## config.mk

```make
export PLATFORM = sky130hd
export DESIGN_NAME = apu_reg_loader
export DESIGN_NICKNAME = d
export VERILOG_FILES = /design/src/rtl/apu_pkg.sv /design/src/rtl/uart_rx_core.sv /design/src/rtl/apu_reg_loader.sv
export SDC_FILE = /design/constraint.sdc
export NUM_CORES = 1
export LEC_CHECK = 0
export ABC_AREA = 0
export CORE_AREA = 2 2 80 82
export DETAILED_ROUTE_END_ITERATION = 10
export DIE_AREA = 0 0 82 84
export GPL_ROUTABILITY_DRIVEN = 0
export PLACE_DENSITY = 0.72
export SLEW_MARGIN = 0
export SYNTH_ARGS = -nofsm -noshare
export SYNTH_HDL_FRONTEND = slang
export SYNTH_HIERARCHICAL = 1
export SYNTH_SLANG_ARGS = --single-unit
```

## constraint.sdc

```tcl
create_clock -name apu_clk -period 3.1 [get_ports apu_clk]
set_input_delay 0.93 -clock apu_clk [delete_from_list [all_inputs] [get_ports apu_clk]]
set_output_delay 0.93 -clock apu_clk [all_outputs]
set_load 0.03 [all_outputs]
```

## src/rtl/apu_pkg.sv

```systemverilog
// Shared definitions for the APU pulse-channel register loader.
// Holds the address-byte marker, the frame and bit FSM state types and
// the register index constants used by the loader and its UART core.
package apu_pkg;

   // Upper six bits of an address byte: 8'b1000_00aa.
   localparam logic [5:0] ADDR_MARKER = 6'b100000;

   // Register indices into the pulse-channel register set.
   localparam logic [1:0] REG_CTRL     = 2'd0;
   localparam logic [1:0] REG_SWEEP    = 2'd1;
   localparam logic [1:0] REG_TIMER_LO = 2'd2;
   localparam logic [1:0] REG_TIMER_HI = 2'd3;

   typedef enum logic {
      FrameWaitAddr,
      FrameWaitData
   } frame_state_e;

   typedef enum logic [1:0] {
      BitIdle,
      BitStart,
      BitData,
      BitStop
   } bit_state_e;

endpackage

```

## src/rtl/uart_rx_core.sv

```systemverilog
// UART 8N1 receiver: 2-FF input synchronizer plus bit-level FSM.
// Ports:
//   apu_clk    in   clock, all state on posedge
//   reset      in   asynchronous active-high reset
//   rx_in      in   raw serial input, idle high
//   byte_data  out  last received byte (valid with byte_valid)
//   byte_valid out  one-cycle pulse in the stop-bit sample cycle, stop bit high
//   frame_err  out  one-cycle pulse in the stop-bit sample cycle, stop bit low
//   line_idle  out  bit FSM idle and synchronized line high
module uart_rx_core
   import apu_pkg::*;
#(
   parameter int unsigned CLKS_PER_BIT = 16
) (
   input  logic       apu_clk,
   input  logic       reset,
   input  logic       rx_in,
   output logic [7:0] byte_data,
   output logic       byte_valid,
   output logic       frame_err,
   output logic       line_idle
);

   localparam int unsigned TW = $clog2(CLKS_PER_BIT);
   localparam logic [TW-1:0] HalfLast = TW'(CLKS_PER_BIT / 2 - 1);
   localparam logic [TW-1:0] BitLast  = TW'(CLKS_PER_BIT - 1);

   logic [1:0]    sync_q;
   logic          rx_prev_q;
   bit_state_e    state_q, state_d;
   logic [TW-1:0] timer_q, timer_d;
   logic [2:0]    bit_idx_q, bit_idx_d;
   logic [7:0]    shift_q, shift_d;
   logic          rx_s;

   assign rx_s = sync_q[1];

   always_ff @(posedge apu_clk or posedge reset) begin
      if (reset) begin
         sync_q    <= 2'b11;
         rx_prev_q <= 1'b1;
         state_q   <= BitIdle;
         timer_q   <= '0;
         bit_idx_q <= '0;
         shift_q   <= '0;
      end else begin
         sync_q    <= {sync_q[0], rx_in};
         rx_prev_q <= rx_s;
         state_q   <= state_d;
         timer_q   <= timer_d;
         bit_idx_q <= bit_idx_d;
         shift_q   <= shift_d;
      end
   end

   always_comb begin
      state_d    = state_q;
      timer_d    = timer_q;
      bit_idx_d  = bit_idx_q;
      shift_d    = shift_q;
      byte_valid = 1'b0;
      frame_err  = 1'b0;
      unique case (state_q)
         BitIdle: begin
            // Only a falling edge seen from idle starts a byte.
            if (rx_prev_q && !rx_s) begin
               state_d = BitStart;
               timer_d = '0;
            end
         end
         BitStart: begin
            if (timer_q == HalfLast) begin
               timer_d   = '0;
               bit_idx_d = '0;
               // Line back high at mid start bit: glitch, not a start.
               state_d   = rx_s ? BitIdle : BitData;
            end else begin
               timer_d = timer_q + 1'b1;
            end
         end
         BitData: begin
            if (timer_q == BitLast) begin
               timer_d   = '0;
               shift_d   = {rx_s, shift_q[7:1]};
               bit_idx_d = bit_idx_q + 1'b1;
               if (bit_idx_q == 3'd7) begin
                  state_d = BitStop;
               end
            end else begin
               timer_d = timer_q + 1'b1;
            end
         end
         BitStop: begin
            if (timer_q == BitLast) begin
               timer_d    = '0;
               byte_valid = rx_s;
               frame_err  = !rx_s;
               state_d    = BitIdle;
            end else begin
               timer_d = timer_q + 1'b1;
            end
         end
         default: state_d = BitIdle;
      endcase
   end

   assign byte_data = shift_q;
   assign line_idle = (state_q == BitIdle) && rx_s;

endmodule

```

## src/rtl/apu_reg_loader.sv

```systemverilog
// Serial loader for the 4-byte pulse-channel register set.
// Frames are an address byte (8'b1000_00aa) followed by a data byte.
// Ports:
//   apu_clk    in   clock
//   reset      in   asynchronous active-high reset
//   rx_in      in   UART serial input, idle high
//   reg_0..3   out  pulse-channel registers
//   wr_strobe  out  one-cycle pulse on any register write
//   wr_addr    out  index of the last register written
//   restart    out  one-cycle pulse with wr_strobe when reg_3 is written
//   frame_err  out  one-cycle pulse on a bad stop bit
module apu_reg_loader
   import apu_pkg::*;
#(
   parameter int unsigned CLKS_PER_BIT = 16,
   parameter int unsigned RESYNC_BITS  = 20
) (
   input  logic       apu_clk,
   input  logic       reset,
   input  logic       rx_in,
   output logic [7:0] reg_0,
   output logic [7:0] reg_1,
   output logic [7:0] reg_2,
   output logic [7:0] reg_3,
   output logic       wr_strobe,
   output logic [1:0] wr_addr,
   output logic       restart,
   output logic       frame_err
);

   localparam int unsigned ResyncCycles = RESYNC_BITS * CLKS_PER_BIT;
   localparam int unsigned RW = $clog2(ResyncCycles + 1);
   localparam logic [RW-1:0] ResyncLimit = RW'(ResyncCycles);

   logic [7:0]   byte_data;
   logic         byte_valid;
   logic         rx_frame_err;
   logic         line_idle;

   frame_state_e frame_q, frame_d;
   logic [1:0]   addr_q, addr_d;
   logic [RW-1:0] resync_q, resync_d;
   logic         wr_en;
   logic [7:0]   regs_q [4];
   logic         wr_strobe_q;
   logic [1:0]   wr_addr_q;
   logic         restart_q;

   uart_rx_core #(
      .CLKS_PER_BIT(CLKS_PER_BIT)
   ) u_rx (
      .apu_clk   (apu_clk),
      .reset     (reset),
      .rx_in     (rx_in),
      .byte_data (byte_data),
      .byte_valid(byte_valid),
      .frame_err (rx_frame_err),
      .line_idle (line_idle)
   );

   always_comb begin
      frame_d = frame_q;
      addr_d  = addr_q;
      wr_en   = 1'b0;
      if (rx_frame_err) begin
         frame_d = FrameWaitAddr;
      end else if (byte_valid) begin
         unique case (frame_q)
            FrameWaitAddr: begin
               if (byte_data[7:2] == ADDR_MARKER) begin
                  addr_d  = byte_data[1:0];
                  frame_d = FrameWaitData;
               end
            end
            FrameWaitData: begin
               wr_en   = 1'b1;
               frame_d = FrameWaitAddr;
            end
            default: frame_d = FrameWaitAddr;
         endcase
      end else if (frame_q == FrameWaitData && resync_q == ResyncLimit) begin
         // Host went quiet mid-frame: drop the pending address.
         frame_d = FrameWaitAddr;
      end
   end

   // Counts idle-line cycles while waiting for data; any activity clears it.
   always_comb begin
      resync_d = '0;
      if (frame_q == FrameWaitData && line_idle) begin
         resync_d = (resync_q == ResyncLimit) ? resync_q : resync_q + 1'b1;
      end
   end

   always_ff @(posedge apu_clk or posedge reset) begin
      if (reset) begin
         frame_q     <= FrameWaitAddr;
         addr_q      <= '0;
         resync_q    <= '0;
         wr_strobe_q <= 1'b0;
         wr_addr_q   <= '0;
         restart_q   <= 1'b0;
         for (int i = 0; i < 4; i++) begin
            regs_q[i] <= '0;
         end
      end else begin
         frame_q     <= frame_d;
         addr_q      <= addr_d;
         resync_q    <= resync_d;
         wr_strobe_q <= wr_en;
         restart_q   <= wr_en && (addr_q == REG_TIMER_HI);
         if (wr_en) begin
            regs_q[addr_q] <= byte_data;
            wr_addr_q      <= addr_q;
         end
      end
   end

   assign reg_0     = regs_q[REG_CTRL];
   assign reg_1     = regs_q[REG_SWEEP];
   assign reg_2     = regs_q[REG_TIMER_LO];
   assign reg_3     = regs_q[REG_TIMER_HI];
   assign wr_strobe = wr_strobe_q;
   assign wr_addr   = wr_addr_q;
   assign restart   = restart_q;
   assign frame_err = rx_frame_err;

endmodule
```

; After elaboration in Yosys (flattened, before gate mapping)
; Index checks and enable logic that the tools add are counted.
[classes]
n_reduce_logical = 15
order_cmp = 2
addsub = 3
n_mux = 31
bitwise_logic = 3
eq_ne = 15
[op_table]
columns = operator, n
row1 = 32-bit bitwise mux, 1
row2 = 9-bit two-way mux, 2
row3 = 8-bit demux with 2-bit select, 1
row4 = 2-bit two-way mux, 6
row5 = 4-bit two-way mux, 3
row6 = 4-bit case mux with 3 select lines, 1
row7 = 1-bit two-way mux, 11
row8 = 2-bit by 1-bit inequality test with 1-bit output (second input constant), 5
row9 = 9-bit by 1-bit adder with 9-bit output (second input constant), 1
row10 = 9-bit equality test (second input constant), 1
row11 = 8-bit two-way mux, 1
row12 = 2-bit case mux with 4 select lines, 1
row13 = 2-bit equality test (second input constant), 3
row14 = 6-bit equality test (second input constant), 1
row15 = 1-bit logical AND, 6
row16 = 3-bit two-way mux, 2
row17 = 3-bit case mux with 2 select lines, 1
row18 = 5-bit AND reduction, 1
row19 = 4-bit by 1-bit adder with 4-bit output (second input constant), 1
row20 = 4-bit by 3-bit equality test with 1-bit output (second input constant), 1
row21 = 4-bit equality test (second input constant), 1
row22 = 4-bit AND reduction, 1
row23 = 3-bit by 1-bit adder with 3-bit output (second input constant), 1
row24 = 3-bit equality test (second input constant), 1
row25 = other kinds (14), 15
[word_totals]
wordCells = 85
inputBits = 3
reg_bits = 68

; Longest topological paths before layout
[depth]
word_depth = 6
ltp_mapped = 7

; By module
; Netlist, hierarchy kept.
[by_module_without_submodules]
columns = mod, n_inst, cells_per_inst, area_per_inst_um2, seq_area_each_um2
row1 = apu_reg_loader, 1, 143, 1949.4, 1201.2
row2 = uart_rx_core, 1, 81, 972.2, 504.2

; Least setup slack after synthesis
; OpenSTA, ideal clock, no wires.
[synth_path]
kind = register to register
startpoint = reg u_rx.timer_q[0]
endpoint = reg regs_q, in the netlist reg_2[0]
stages_incl_launch_ff = 8
n_path_buf = 0
slack_ps = 469
arrival_ps = 2506
cell_sequence = dfrtp_1 -> ha_1 -> nand3_1 -> nor3_1 -> nand3b_1 -> inv_1 -> nand3b_2 -> mux2_2
[synth_via]
elab_cells_between_ends = 7
cone_classes = eq/ne (1) / mux (6)
[synth_rtl]
columns = element, line_no
row1 = start: declaration, uart_rx_core.sv:31  ; logic [TW-1:0] timer_q, timer_d;
row2 = start signal: assignment, uart_rx_core.sv:50  ; timer_q <= timer_d;
row3 = 4-bit equality test, uart_rx_core.sv:94  ; if (timer_q == BitLast) begin
row4 = 1-bit two-way mux, uart_rx_core.sv:94
row5 = 1-bit two-way mux, uart_rx_core.sv:63  ; unique case (state_q)
row6 = net frame_err, apu_reg_loader.sv:28  ; output logic frame_err
row7 = 1-bit two-way mux, apu_reg_loader.sv:65  ; if (rx_frame_err) begin
row8 = net wr_en, apu_reg_loader.sv:43  ; logic wr_en;
row9 = end signal: indexed assignment, apu_reg_loader.sv:113  ; regs_q[addr_q] <= byte_data;
row10 = end: declaration, apu_reg_loader.sv:44  ; logic [7:0] regs_q [4];
; The timed path passes the listed nets, and every way through them passes these cells.
; A chain may end at the register's enable or synchronous reset.

; Worst setup path in the final report
[layout_path]
startpoint = reg u_rx.timer_q[0]
endpoint = out frame_err
[layout_via]
elab_chain_len = 3
[layout_rtl]
columns = element, line_no
row1 = 4-bit equality test, uart_rx_core.sv:94
row2 = 1-bit two-way mux, uart_rx_core.sv:94
row3 = 1-bit two-way mux, uart_rx_core.sv:63
row4 = end: declaration, apu_reg_loader.sv:28
; No other way between the ends.

==> run metrics <==
Clock Sinks=68; overall die area=0.00689 mm2; mean post-synth cell area=13.0 um2; Die Wd=82 um; DR WL/cell=16.4 um; initial antenna violation count=0; CP Launch Type=register; placed cell area=0.00338 mm2; die height=84 um; largest net degree at the start of global routing=27; number of global-route vias before repair=1,857; status=finished, final reports clean; Gate Count Post-Synth=224; CTS tree=yes; first-pass GRT wire length=9160 um; Clock Skew=15.9 ps; gr usage total=18.0%; H-tree levels=3; Final nets=279; VDD IR max=0.313 mV; CP Capture Type=output pin; R2R depth=7; DRT Wirelength=5790 um; fin area=0.00361 mm2; Final Max Tran Viols=0; Final Cycle Share=92.8%; # Post-CTS Setup Buffers=0; DRT iter0 DRCs=137; WP data arrival=1950 ps; starting density of the core=47.9%; First-pass DRT Iterations=4; Max Fclk=347 MHz; CTS clk-pin slew, worst paths=70 ps; critical path launch point=u_rx/timer_q[0]$_DFFE_PP0P_; crit path max fanout=5; MaxCap Viol Count=0; Seq/Total Area, Yosys=58.4%; hold crit path type=register to register; unrepaired setup endpoints after global routing=no; antenna viol nets, final=0; min Tclk post-route=2880 ps; number of synthesized register bits=68; worst-margin pin slew=794 ps; WP data required=2170 ps; num rows=29; power per cell area=575 mW/mm2; r2r setup slk=660 ps; num ports=40; post-synth cell types=51; Setup violations, final=0; port bufs=39; Worst Path Class, Setup=register to output pin; drc violations=0; Core ar.=0.00610 mm2; FF-to-FF Start=u_rx/timer_q[0]$_DFFE_PP0P_; Post-synth ARST share=100%; Vias=1,953; CP Capture Point=frame_err; Fin Setup TNS=0 ps; number of synthesized flops with an enable pin=0; Mapped Nets=232; Clock Tree Buf Depth=2; Area Overhead vs Synth=23.6%; placed wire-length estimate=3960 um; Ys Warns=6; max_slew headroom=47.0%; Crit Reg-Reg Endpoint=reg_3[0]$_DFFE_PP0P_; Hold Vio Cnt, Final=0; Syn Std Cell Area=0.00292 mm2; via density per instance=5.53; TritonCTS buffer count=9; HP Start=u_rx/sync_q[0]$_DFF_PP1_; root cell of the clock tree=clkbuf_8; n_diodes=0; commonest register cell after synthesis=dfrtp_1; total gr overflow=0; share of layout cells above drive strength 1=28.6%; Clock Latency Late Sink=350 ps; P_leak=0.00169 uW
synthesized netlist by cell type (3+ instances only):
master / count / area, um2
mux2_2: 41 / 462
buf_6: 3 / 33.8
inv_1: 8 / 30.0
dfrtp_1: 65 / 1630
ha_1: 5 / 62.6
o21ai_0: 7 / 35.0
dfstp_2: 3 / 78.8
nor3_1: 5 / 25.0
xor2_1: 3 / 26.3
o22ai_1: 3 / 18.8
or3_1: 3 / 18.8
nand3_1: 4 / 20.0
a21oi_1: 11 / 55.1
nand2_1: 12 / 45.0
nor2_1: 8 / 30.0
power breakdown:
group          switching [uW]  total (uW)  internal (uW)
clock network             337         811            475
registers                85.5        1020            934
logic                     131         244            113
worst max-delay path, stage by stage (launching register included):
cell and delay, ps:
dfrtp_1 410, ha_1 280, nand3_1 200, nor3_2 280, dlygate4sd2_1 440
cells by family after synthesis:
logic type	count (synthesis)	share of synthesized area [%]
AOI/OAI and AO/OA	36	7.79
xor gates and xnor gates	3	0.900
adders and majority gates	5	2.14
buffers and inverters	14	2.74
DFF	68	58.4
muxes	42	16.3
and+or+nand+nor	56	11.7
per-layer routing:
| layer | wire [um] | vias up | share of wire, % | global-route usage [%] |
|---|---|---|---|---|
| met5 | 0 | - | 0 | 0 |
| met1 | 2730 | 996 | 47 | 24.0 |
| met3 | 192 | 12 | 3.3 | 6.39 |
| met4 | 78 | 0 | 1.3 | 7.27 |
| met2 | 2800 | 37 | 48 | 26.8 |
| li1 | - | 908 | - | - |
cell type report:
class | count | area, um2
fillers | 498 | 2490
clock buffers | 10 | 138
inverters | 8 | 30.0
repair buffers | 42 | 412
multi-input cells | 142 | 1140
clock inverters | 6 | 87.6
well taps | 77 | 96.3
flip-flops and latches | 68 | 1710
what timing repair did:
action	CTS	global route
setup endpoints to repair	1	0
hold buffers	0	0
resized for setup	2	0
worst min-delay path by stage:
stage / endpoint / cells past startpoint
floorplan: u_rx/sync_q[1]$_DFF_PP1_ / 0
global placement: u_rx/sync_q[1]$_DFF_PP1_ / 0
detailed placement: u_rx/sync_q[1]$_DFF_PP1_ / 0
CTS: u_rx/sync_q[1]$_DFF_PP1_ / 0
global route: u_rx/sync_q[1]$_DFF_PP1_ / 0
finish: u_rx/sync_q[1]$_DFF_PP1_ / 0
stage by stage:
step	power [uW]	worst slack, ps	hold WS, ps	util [%]	std cells
after global placement	1260	212	356	55.5	337
final	2070	222	361	59.2	353
after CTS	2090	202	365	59.2	353
after global routing	2170	96.7	373	59.2	353
after floorplan	1250	469	345	-	224
after detailed placement	1270	142	356	55.5	337
state kept, by name (all words and copies together), names as in the netlist, 3 cells and up, named ones only:
| name | flops |
|---|---|
| u_rx/byte_data | 8 |
| u_rx/timer_q | 4 |
| reg_1 | 8 |
| reg_0 | 8 |
| reg_3 | 8 |
| u_rx/bit_idx_q | 3 |
| reg_2 | 8 |
| resync_q | 9 |
cells in the final DEF, fill, tap and decap left out, drive strengths merged, types with 2 or more instances in the layout:
cell           Yosys  final
dfrtp             65     65
mux2              42     42
clkdlybuf4s50      0     38
nand2             14     14
a21oi             11     11
clkbuf             2     10
nor2               9      9
inv                8      8
o21ai              7      7
nor3               7      7
ha                 5      5
nand3              5      5
or3                4      4
clkinv             0      4
xor2               3      3
buf                4      3
o22ai              3      3
dfstp              3      3
or4                3      3
o31ai              2      2
nand4b             2      2
o21a               2      2
nor3b              2      2
bufinv             0      2
a21o               2      2
a31oi              2      2
nand3b             2      2
and2b              2      2
or2                2      2
a22o               2      2
No activity file was read; power rests on OpenSTA's default activity.
==> variant 1: new RTL, same settings <==
Take the reset off `shift_q` and load it in a clocked block of its own.
--- a/src/rtl/uart_rx_core.sv
+++ b/src/rtl/uart_rx_core.sv
@@ -44,3 +44,2 @@
          bit_idx_q <= '0;
-         shift_q   <= '0;
       end else begin
@@ -51,4 +50,7 @@
          bit_idx_q <= bit_idx_d;
-         shift_q   <= shift_d;
       end
+   end
+
+   always_ff @(posedge apu_clk) begin
+      shift_q <= shift_d;
    end
Function: no difference found for any inputs over 10 cycles, from zero or initial values and one cycle with reset high; that may be too few to reach the edited logic, so the function may still have changed.
==> variant 1 against the unedited design <==
  * Routed wire length shrank 12%
  * Maximum frequency shrank 3.8%
  * Sequential cell count is the same
  * Setup slack lost 0.11 ns
  * Via count shrank 6.9%
  * Final area shrank 1.4%
  * Power shrank 2.7%
  * Synthesized area shrank 2.4%
==> variant 1: results (changes against the unedited design) <==
- Met1 GRT Util: 23.30% (-0.69 points)
- Mapped Nets: 224 (-3.4%)
- NumNets Final: 273 (-2.2%)
- Arrival time worst endpoint: 2.06 ns (+0.11 ns)
- Layout cells sized above 1: 26.67% (-2.0 points)
- Synth Area in Compound Gates: 8.604% (+0.81 points)
- FFs w/ async S/R, synth: 88.24% (-12 points)
- Clock power share: 38.4% (-0.7 points)
- Setup Skew: 0.01066 ns (-0.005266 ns)
- Hpwl dp: 3.458 mm (-13%)
- Routed vias: 1818 (-6.9%)
- Relative slew slack: 66.02% (+19 points)
- Met3 wire len: 172 um (-10%)
- Synth Area in XOR/XNOR: 0.9219% (+0.023 points)
- Storage element area: 1745 um^2 (+2.3%)
- Seq/total area: 49.05% (+1.8 points)
- Worst Reg-to-Reg Cells: 8 (+1)
- Post-Synth Adder-Cell Area: 2.195% (+0.054 points)
- Status: complete, no violations
- First-pass GRT wire length: 8.700 mm (-5.0%)
- M3 GR Usage: 3.571% (-2.8 points)
- Register area share after synthesis: 61.24% (+2.9 points)
- Net Switching: 535.9 uW (-3.1%)
- EDFF count, synth: 8 (+8)
- Signal buf overhead: 11.96% (+0.55 points)
- Multi-In Gates: 135 (-4.9%)
- Static leakage: 1.603 nW (-5.2%)
- Largest net degree at the start of global routing: 32 (+19%)
- Post-synthesis mux area share: 13.43% (-2.9 points)
- Area occupied by multi-input gates: 1041 um^2 (-8.8%)
- GR Util met2: 24.76% (-2.0 points)
- Filler Cell Count: 519 (+4.2%)
- Metal1 wirelength: 2.364 mm (-13%)
- Clock buf/inv share: 6.083% (-0.16 points)
- Non-CTS inverters: 9 (+1)
[variant 1: what timing repair did]
item                                    4_1_cts  5_1_grt
buffers inserted                              0        0
resized for setup                             1        1
endpoints found under the setup margin        1        1
hold buffers                                  0        0
[variant 1: stage by stage]
step,setup slack [ns],power (mW),hold slack [ns],util (%),std cells
finish,0.1074,2.020,0.3598,58.37,347
global route,0.01091,2.115,0.3660,58.37,347
CTS,0.07508,2.043,0.3604,58.35,347
detailed placement,0.1580,1.260,0.3491,54.82,331
global placement,0.2360,1.257,0.3476,54.82,331
floorplan,0.6610,1.221,0.3452,-,216
[variant 1: path summary, 6_finish.rpt]
check	start	slack, ns	endpoint
worst min-delay path	u_rx/sync_q[0]	0.36	u_rx/sync_q[1]
min in group asynchronous	reset	0.92	resync_q[6]
worst max-delay path	u_rx/timer_q[0]	0.11	frame_err
max in group asynchronous	reset	1.69	reg_3[7]
worst max register to register	u_rx/timer_q[0]	0.69	reg_2[1]
worst min register to register	u_rx/sync_q[0]	0.36	u_rx/sync_q[1]
==> variant 2: new RTL, same settings <==
Made on the original files. `RESYNC_BITS`: 20 -> 10.
--- a/src/rtl/apu_reg_loader.sv
+++ b/src/rtl/apu_reg_loader.sv
@@ -15,3 +15,3 @@
    parameter int unsigned CLKS_PER_BIT = 16,
-   parameter int unsigned RESYNC_BITS  = 20
+   parameter int unsigned RESYNC_BITS  = 10
 ) (
Check against the original RTL: no difference found for any inputs over 10 cycles, from zero or initial values and one cycle with reset high; that may be too few to reach the edited logic, so the function may still have changed.
==> variant 2 against the unedited design <==
  * Count of clock-buffer cells in the layout unchanged
  * Combinational power up 2%
  * Utilization up 0.14 points
  * Clock power down 3.1%
  * Power down 1.6%
  * Final area up 0.24%
  * Routed wire length down 5.7%
  * Die area unchanged
  * Non-clock buffer count up 1
  * Synthesized area up 0.30%
  * Setup slack better by 0.057 ns
  * Sequential cell count down 1
  * Critical endpoint unchanged
==> variant 2: results (changes against the unedited design) <==
- R2r setup slk: 0.36 ns (-0.30 ns)
- Tot GR Track Use: 18.57% (+0.53 points)
- Layout cells sized above 1: 28.94% (+0.31 points)
- Worst Path Class, Setup: flop to primary output
- Share of the synthesized area in the top cell type: 54.65% (-1.0 points)
- Syn Inst Count: 221 (-1.3%)
- Arrival time worst endpoint: 1.89 ns (-0.06 ns)
- Worst Min Path Start: u_rx/sync_q[0]
- NumNets Final: 276 (-1.1%)
- Cell family contributing the most delay on the critical path: buffers and inverters
- Status: complete, no violations
- Synth area leaders: dfrtp_1 (55%), mux2_2 (13%), mux2_4 (4.6%)
- Post-DR vias/cell: 5.354 (-3.2%)
- Relative slew slack: 46.48% (-0.51 points)
- Post-CTS Setup Inserts: 0 (unchanged)
- Reg-to-reg critical path endpoint: reg_0[7]
- Delay of the slowest cell on the worst path: 0.44 ns (about the same)
- Synth top cells by count: dfrtp_1 (64), mux2_2 (35), a21oi_1 (11)
- CTS root buf: clkbuf_8
- Register area share after synthesis: 57.34% (-1.0 points)
- DRT Pass-1 Iters: 4 (unchanged)
- Worst hold path depth: 0 (unchanged)
- Initial antenna violation count: 0 (unchanged)
- DRT iter0 DRCs: 116 (-15%)
- Hpwl dp: 3.827 mm (-3.4%)
- Num CTS Buffers: 9 (unchanged)
- Static leakage: 1.674 nW (-1.0%)
- Clock Pin Slew Worst Setup and Hold Paths: 0.07 ns (about the same)
- Peak supply drop: 0.3845 mV (+23%)
- Routed vias: 1874 (-4.0%)
- Place WS: 0.1901 ns (+0.04793 ns)
- Port bufs: 39 (unchanged)
- Reg2Reg Launch Point: u_rx/timer_q[1]
- Post-DP Area: 3398 um^2 (+0.52%)
- Worst Reg-to-Reg Cells: 7 (unchanged)
- Hold WS: 0.3645 ns (+0.002994 ns)
- Number of antenna diodes: 0 (unchanged)
- Post-Route WL: 5.462 mm (-5.7%)
- WHS Endpoint: u_rx/sync_q[1]
- Largest net degree at the start of global routing: 26 (-3.7%)
- Worst Hold Class: flop to flop
- H-tree depth: 3 (unchanged)
- Setup Skew: 0.009179 ns (-0.006752 ns)
- EDFF count, synth: 0 (unchanged)
- First-pass GRT wire length: 9.611 mm (+5.0%)
- Cell total after placement: 334 (-0.89%)
- Skew-Pair Late Insertion Delay: 0.34 ns
- Critical Path Fanout Max: 5 (unchanged)
- Mapped Nets: 229 (-1.3%)
==> variant 2: logic make-up after synthesis <==
logic type | Yosys count | share of synthesized area [%]
compound gates | 34 | 7.387
xor+xnor | 3 | 0.8968
fa+ha+maj | 5 | 2.135
buf+inv | 15 | 3.117
flops | 67 | 57.34
mux | 44 | 18.06
simple gates | 53 | 11.06
==> variant 2: worst max-delay path by stage <==
stage,startpoint,to,slack [ns],cells past startpoint
2_1_floorplan,u_rx/timer_q[0],frame_err,0.58,3
3_3_place_gp,u_rx/timer_q[0],frame_err,0.26,4
3_5_place_dp,u_rx/timer_q[0],frame_err,0.19,4
4_1_cts,u_rx/timer_q[0],frame_err,0.28,4
5_1_grt,u_rx/timer_q[0],reg_0[7],0.16,7
6_report,u_rx/timer_q[1],frame_err,0.28,4
==> variant 2: layout make-up <==
cell class                 instances  area [um^2]
clock buffer                      10        127.6
clock inverter                     6        88.84
fill                             518         2477
inverter                           8        30.03
multi-input combinational        139         1164
sequential                        67         1680
tap                               77        96.34
timing repair buffer              43        431.7
==> variant 2: layer usage <==
| metal | vias to the layer above | wire length, um | part of all wire, % | global-route usage, % |
|---|---|---|---|---|
| met5 | - | 0 | 0 | 0 |
| met2 | 39 | 2547 | 47 | 25.94 |
| met4 | 0 | 108 | 2.0 | 9.091 |
| met3 | 9 | 172 | 3.1 | 3.896 |
| met1 | 935 | 2634 | 48 | 27.29 |
| li1 | 891 | - | - | - |
==> variant 2: power breakdown <==
part / internal [mW] / switching (mW)
logic: 0.120 / 0.129
registers: 0.921 / 0.0851
clock network: 0.454 / 0.332
==> variant 2: what timing repair did <==
action / in CTS / in global routing
endpoints found under the setup margin: 1 / 0
resized for setup: 2 / 0
hold endpoints to repair: 0 / 0
